## config.mk

```make
export PLATFORM = sky130hd
export DESIGN_NAME = instr_queue
export DESIGN_NICKNAME = d
export VERILOG_FILES = /design/src/rtl/instr_pkg.sv /design/src/rtl/instr_queue_mem.sv /design/src/rtl/instr_queue.sv
export SDC_FILE = /design/constraint.sdc
export NUM_CORES = 1
export LEC_CHECK = 0
export ABC_AREA = 1
export ABC_CLOCK_PERIOD_IN_PS = 9400
export CAP_MARGIN = 20
export CORE_AREA = 4 4 137 139
export CTS_CLUSTER_DIAMETER = 50
export DETAILED_ROUTE_END_ITERATION = 10
export DIE_AREA = 0 0 141 143
export DONT_BUFFER_PORTS = 1
export PLACE_DENSITY = 0.88
export SLEW_MARGIN = 20
export SYNTH_ARGS = -nofsm -noshare
export SYNTH_HDL_FRONTEND = slang
export SYNTH_HIERARCHICAL = 1
export SYNTH_SLANG_ARGS = --single-unit
```

## constraint.sdc

```tcl
create_clock -name clk -period 9.4 [get_ports clk]
set_input_delay 0.94 -clock clk [delete_from_list [all_inputs] [get_ports clk]]
set_output_delay 0.94 -clock clk [all_outputs]
set_load 0.02 [all_outputs]
```

## src/rtl/instr_pkg.sv

```systemverilog
// instr_pkg: shared widths, NOP encoding and the {pc, instr} entry type
package instr_pkg;
  localparam int WIDTH_DEF = 32;
  localparam int ADDR_W_DEF = 32;
  localparam logic [WIDTH_DEF-1:0] NOP = 32'h0000_0013;
  typedef struct packed {
    logic [ADDR_W_DEF-1:0] pc;
    logic [WIDTH_DEF-1:0] instr;
  } entry_t;
endpackage

```

## src/rtl/instr_queue_mem.sv

```systemverilog
// instr_queue_mem: DEPTH x DW register array, one write port, one async read port
module instr_queue_mem #(
  parameter int DEPTH = 4,
  parameter int DW = 64,
  parameter int PW = $clog2(DEPTH)
) (
  input  logic          clk,
  input  logic          we,
  input  logic [PW-1:0] waddr,
  input  logic [DW-1:0] wdata,
  input  logic [PW-1:0] raddr,
  output logic [DW-1:0] rdata
);
  logic [DW-1:0] mem_q [DEPTH];
  // storage is intentionally unreset; validity is tracked by the queue's count
  always_ff @(posedge clk) begin
    if (we) mem_q[waddr] <= wdata;
  end
  assign rdata = mem_q[raddr];
endmodule

```

## src/rtl/instr_queue.sv

```systemverilog
// instr_queue: DEPTH-entry FIFO of {pc, instr} between fetch and decode with flush
module instr_queue
  import instr_pkg::*;
#(
  parameter int WIDTH = WIDTH_DEF,
  parameter int ADDR_W = ADDR_W_DEF,
  parameter int DEPTH = 4
) (
  input  logic                       clk,
  input  logic                       rst_n,
  input  logic                       flush,
  input  logic                       in_valid,
  output logic                       in_ready,
  input  logic [WIDTH-1:0]           in_instr,
  input  logic [ADDR_W-1:0]          in_pc,
  output logic                       out_valid,
  input  logic                       out_ready,
  output logic [WIDTH-1:0]           out_instr,
  output logic [ADDR_W-1:0]          out_pc,
  output logic [$clog2(DEPTH+1)-1:0] count
);
  localparam int PW = $clog2(DEPTH);
  localparam int CW = $clog2(DEPTH+1);
  logic [PW-1:0] rd_ptr_q, rd_ptr_d, wr_ptr_q, wr_ptr_d;
  logic [CW-1:0] count_q, count_d;
  logic push, pop;
  logic [ADDR_W+WIDTH-1:0] head;
  assign in_ready = count_q != CW'(DEPTH);
  assign out_valid = count_q != '0;
  assign push = in_valid & in_ready;
  assign pop = out_valid & out_ready;
  assign count = count_q;
  assign {out_pc, out_instr} = out_valid ? head : '0;
  instr_queue_mem #(.DEPTH(DEPTH), .DW(ADDR_W + WIDTH)) u_mem (
    .clk  (clk),
    .we   (push & ~flush),
    .waddr(wr_ptr_q),
    .wdata({in_pc, in_instr}),
    .raddr(rd_ptr_q),
    .rdata(head)
  );
  // pointers wrap by natural overflow; flush overrides any push/pop this cycle
  always_comb begin
    rd_ptr_d = flush ? '0 : rd_ptr_q + PW'(pop);
    wr_ptr_d = flush ? '0 : wr_ptr_q + PW'(push);
    count_d = flush ? '0 : count_q + CW'(push) - CW'(pop);
  end
  // control state register with asynchronous clear
  always_ff @(posedge clk or negedge rst_n) begin
    if (!rst_n) begin
      rd_ptr_q <= '0;
      wr_ptr_q <= '0;
      count_q <= '0;
    end else begin
      rd_ptr_q <= rd_ptr_d;
      wr_ptr_q <= wr_ptr_d;
      count_q <= count_d;
    end
  end
endmodule

```

; ---- Yosys cells after proc, flatten, opt, wreduce, memory -nomap -nowiden
; Memory sizes are Yosys's and may differ from the RTL's.
; Cells that the tools add are included.
[word_totals]
reg_bits = 7
ram_bits = 256
in_bits = 69
output_inout_bits = 69
word_cells = 20
memories = 1
[memory_table]
columns = memory, depth, word_bits, rd, rd_clocked_by_memory_dff, write_ports, line
row1 = u_mem.mem_q, 4, 64, 1, 0, 1, instr_queue_mem.sv:14  ; logic [DW-1:0] mem_q [DEPTH];
[op_classes]
n_addsub = 4
n_eq_ne = 1
mux = 6
n_bitwise = 4
reduce_logical = 1
[op_table]
columns = operator, count
row1 = $mux 64, 1
row2 = $add 2x1->2, 2
row3 = $mux 2, 2
row4 = $add 3x1->3, 1
row5 = $and 1x1->1, 3
row6 = $mux 3, 1
row7 = $ne 3x3->1 const B, 1
row8 = $reduce_bool 3->1, 1
row9 = $sub 3x1->3, 1
row10 = $mux 1, 2
row11 = $not 1->1, 1

; ---- Depth between registers and ports, before layout
[depth]
word_depth = 5
depth_mapped = 9
depth_no_buf = 9

; ---- Hierarchy
; The synthesis kept the hierarchy.
[by_module_without_submodules]
columns = module, n_inst, cells_per_inst, area_each_um2, seq_area_each_um2
row1 = instr_queue_mem, 1, 1010, 10761.6, 7687.4
row2 = instr_queue, 1, 180, 1032.2, 175.2

; ---- Least setup slack after synthesis
; No wires, ideal clock.
[synth_timing]
path_type = input -> register
start = input port in_valid
end = memory u_mem.mem_q[2][0], enable pin
setup_time_ns = 0.565
arrival_time_ns = 5.504
t_required_ns = 8.835
slack_ns = 3.331
cell_stages = 4
n_path_buf = 0
cell_sequence = nand2_2 -> nor2_1 -> inv_1 -> nor3_1
[synth_between]
elab_chain_cells = 4
[synth_lines]
columns = item, line
row1 = start: declaration, instr_queue.sv:12  ; input logic in_valid,
row2 = $and 1x1->1, instr_queue.sv:30  ; assign push = in_valid & in_ready;
row3 = $and 1x1->1, instr_queue.sv:36  ; .we (push & ~flush),
row4 = $mux 1, instr_queue_mem.sv:17  ; if (we) mem_q[waddr] <= wdata;
row5 = $mux 1 (not written as such), instr_queue_mem.sv:17
row6 = end: declaration, instr_queue_mem.sv:14
; Every way passes these cells.

; ---- Final worst setup path
[layout_timing]
start = register rd_ptr_q[0]
end = output port out_instr[25]
[layout_between]
elab_chain_cells = 2
[layout_lines]
columns = item, line
row1 = start: declaration, instr_queue.sv:24  ; logic [PW-1:0] rd_ptr_q, rd_ptr_d, wr_ptr_q, wr_ptr_d;
row2 = start signal: assignment, instr_queue.sv:55  ; rd_ptr_q <= rd_ptr_d;
row3 = $mem_v2 4x64, n/a
row4 = via head[25], instr_queue.sv:27  ; logic [ADDR_W+WIDTH-1:0] head;
row5 = $mux 64, instr_queue.sv:33  ; assign {out_pc, out_instr} = out_valid ? head : '0;
row6 = end: declaration, instr_queue.sv:18  ; output logic [WIDTH-1:0] out_instr,
; The timed path passes the listed nets, and every way through them passes these cells.

==> metrics.md <==
| Metric | Value |
|---|---|
| Status | `complete, no violations` |
| CTS tree | `done` |
| Core ar. | `17660 sq um` |
| Commonest non-fill, non-tap cell in the layout | `inv_1` |
| Postcts setup bufs | `0` |
| Most frequent CP cell | `nand2_1` |
| RSZ-0062 raised after global routing | `false` |
| DRT iter0 DRCs | `582` |
| M1 WL | `8.426 mm` |
| Routed Antenna Nets | `0` |
| Proportion of layout cells with a drive suffix above 1 | `0.06229` |
| Clock sinks | `263` |
| GRT overflow | `0` |
| GRT Util Overall | `0.2198` |
| Syn Std Cell Area | `11790 sq um` |
| Fmax | `0.2579 GHz` |
| Final period demand of the worst path | `3.878 ns` |
| Hold buffer count at CTS | `0` |
| Fin worst setup slack | `5.522 ns` |
| Vias in the first global route | `7350` |
| CP max stage cell | `buf_4` |
| Final setup viols | `0` |
| Tot Pwr | `3.473 mW` |
| Die Width | `141 microns` |
| Routed WL | `22.21 mm` |
| Placed Cells | `1384` |
| Initial antenna violation count | `0` |
| Slew Limit Fails | `0` |
| Max-Slew Margin vs Limit | `0.3026` |
| Number of fill cells in the layout | `1173` |
| Max incr delay on CP | `0.77 ns` |
| Final hold vios | `0` |
| Synth cell types | `24` |
| CTS Buf Count | `27` |
| Area grow syn2layout | `8.286%` |
| Total number of vias | `7301` |
| Worst Path Max Fanout | `88` |
| Routability cong. | `0.7139` |
| Maximum number of pins on one net before global-route repair | `99` |
| Crit end category | `output pin` |
| Setup CP Type | `reg -> out` |
| Final nets | `1256` |
| Hpwl dp | `12.66 mm` |
| Hold crit path type | `in -> async` |
| Resized cells post-CTS | `0` |
| Max VDD drop | `0.4135 mV` |
| Max Cap Violations | `0` |
| Drt first pass iters | `5` |
| Final worst path period share | `0.4125` |
| Seq/Total Area, Yosys | `0.6667` |
| Dpl ws | `6.117 ns` |
| Max layer used | `met4` |
| DRC violations left | `0` |
| Crit path cell chain | `inv_4, buf_4, nand2_1, nand3_1, nand2_1, inv_1, nor2_1` |
| CTS H-tree depth | `1` |
| Setup TNS | `0 ns` |
| CP Data Required Time | `8.46 ns` |
| Avg WL per Cell | `15.50 microns` |
| Total die area | `20160 sq um` |
| Cells after Synth | `1190` |
| Via density | `5.095` |
| Worst Skew | `0.009731 ns` |
| Static Leak | `5.965 nW` |
| Met2 wire len | `11.24 mm` |
| PortBufs | `0` |
| CTS clock-pin slew for the worst setup and hold paths | `0.06 ns` |
| Worst-case clock buffer depth | `3` |
| Worst slew pin tran | `1.040 ns` |
| Most frequent cells in the layout | `inv_1 (332), nand2_1 (328), edfxtp_1 (256), nand3_1 (129), nor2_1 (63)` |
| Insertion delay to the later sink of the worst-skew pair | `0.52 ns` |
| Power per Cell Area | `271.9 nW/um^2` |
| First-pass GRT wire length | `35.07 mm` |
| Flops & latches, synth | `263` |
| Wire length on met3 | `1.963 mm` |
| YS warnings | `6` |
| Synth Area per Inst | `9.911 sq um` |
| # rows | `49` |
| Post-Layout Cell Count | `1433` |
| Antenna diodes | `0` |
| Worst Setup Start Kind | `register` |
| Mapped Nets | `1262` |
| Critical Path AT | `2.94 ns` |
| Starting density of the core | `0.6679` |
| IO Pins | `138` |
| Die Y-Extent | `143 microns` |
| Root Driver | `clkbuf_16` |
## flip-flops by register name, indices dropped and copies added (netlist names)
| signal | flops |
|---|---|
| count | 3 |
| rd_ptr_q | 2 |
| u_mem/mem_q | 256 |
| wr_ptr_q | 2 |
## worst max-delay path, delay by kind of cell, from the launching register on
family,cells,cell delay [ns]
buf+inv,3,1.22
flops,1,0.65
simple gates,4,0.52
## area by class of cell
type,instances,area (sq um),area share
sequential,263,7868,0.6160
clock buffer,33,738.2,0.05780
clock inverter,16,143.9,0.01127
tap,229,286.5,0.02244
multi-input combinational,545,2377,0.1861
timing repair buffer,12,90.09,0.007054
inverter,335,1267,0.09925
## power breakdown
part           switching (mW)  leakage [nW]  internal (mW)  total [mW]
clock network           0.413         0.433          0.613        1.03
registers              0.0506          2.41           1.38        1.43
logic                   0.810          3.12          0.211        1.02
## metrics by stage
| stage | utilization | hold WS (ns) | instance area (sq um) |
|---|---|---|---|
| 2_1_floorplan | - | 0.5440 | 11790 |
| 3_3_place_gp | 0.6733 | 0.6135 | 11890 |
| 3_5_place_dp | 0.6733 | 0.6446 | 11890 |
| 4_1_cts | 0.7233 | 0.1048 | 12770 |
| 5_1_grt | 0.7233 | 0.09226 | 12770 |
| 6_report | 0.7233 | 0.1217 | 12770 |
## per-layer routing
layer | GRT usage | up-vias
li1 | - | 3601
met3 | 0.05090 | 53
met2 | 0.3931 | 286
met4 | 0.07802 | 0
met1 | 0.2633 | 3361
met5 | 0 | -
## logic make-up after synthesis
logic type,synth area share
AOI/OAI and AO/OA,0.0004240
xor gates and xnor gates,0.002228
adders and majority gates,0.003819
buffers and inverters,0.1335
DFF,0.6667
and+or+nand+nor,0.1934
## path summary, 6_finish.rpt
path,start,end,slack [ns],depth (start not counted)
max,rd_ptr_q[0]$_DFF_PN0_,out_instr[25],5.52,7
min,rst_n,count[0]$_DFF_PN0_,0.12,0
max reg2reg,count[1]$_DFF_PN0_,u_mem/mem_q[0][33]$_DFFE_PP_,6.39,7
min reg2reg,wr_ptr_q[1]$_DFF_PN0_,wr_ptr_q[1]$_DFF_PN0_,0.68,2
max in group asynchronous,rst_n,rd_ptr_q[1]$_DFF_PN0_,9.19,0
min in group clk,flush,count[0]$_DFF_PN0_,0.49,1
## synthesized netlist by cell type, drive strengths merged
cell,instances,share of area
nor2,74,0.031
nand4,1,0.00053
dfrtp,7,0.015
nand2,330,0.11
edfxtp,256,0.65
inv,335,0.11
fa,1,0.0017
xor2,2,0.0015
nor3,4,0.0017
clkbuf,4,0.0013
ha,2,0.0021
a21oi,1,0.00042
xnor2,1,0.00074
nand3,129,0.055
buf,43,0.025
Power figures use the tool's default switching activity.
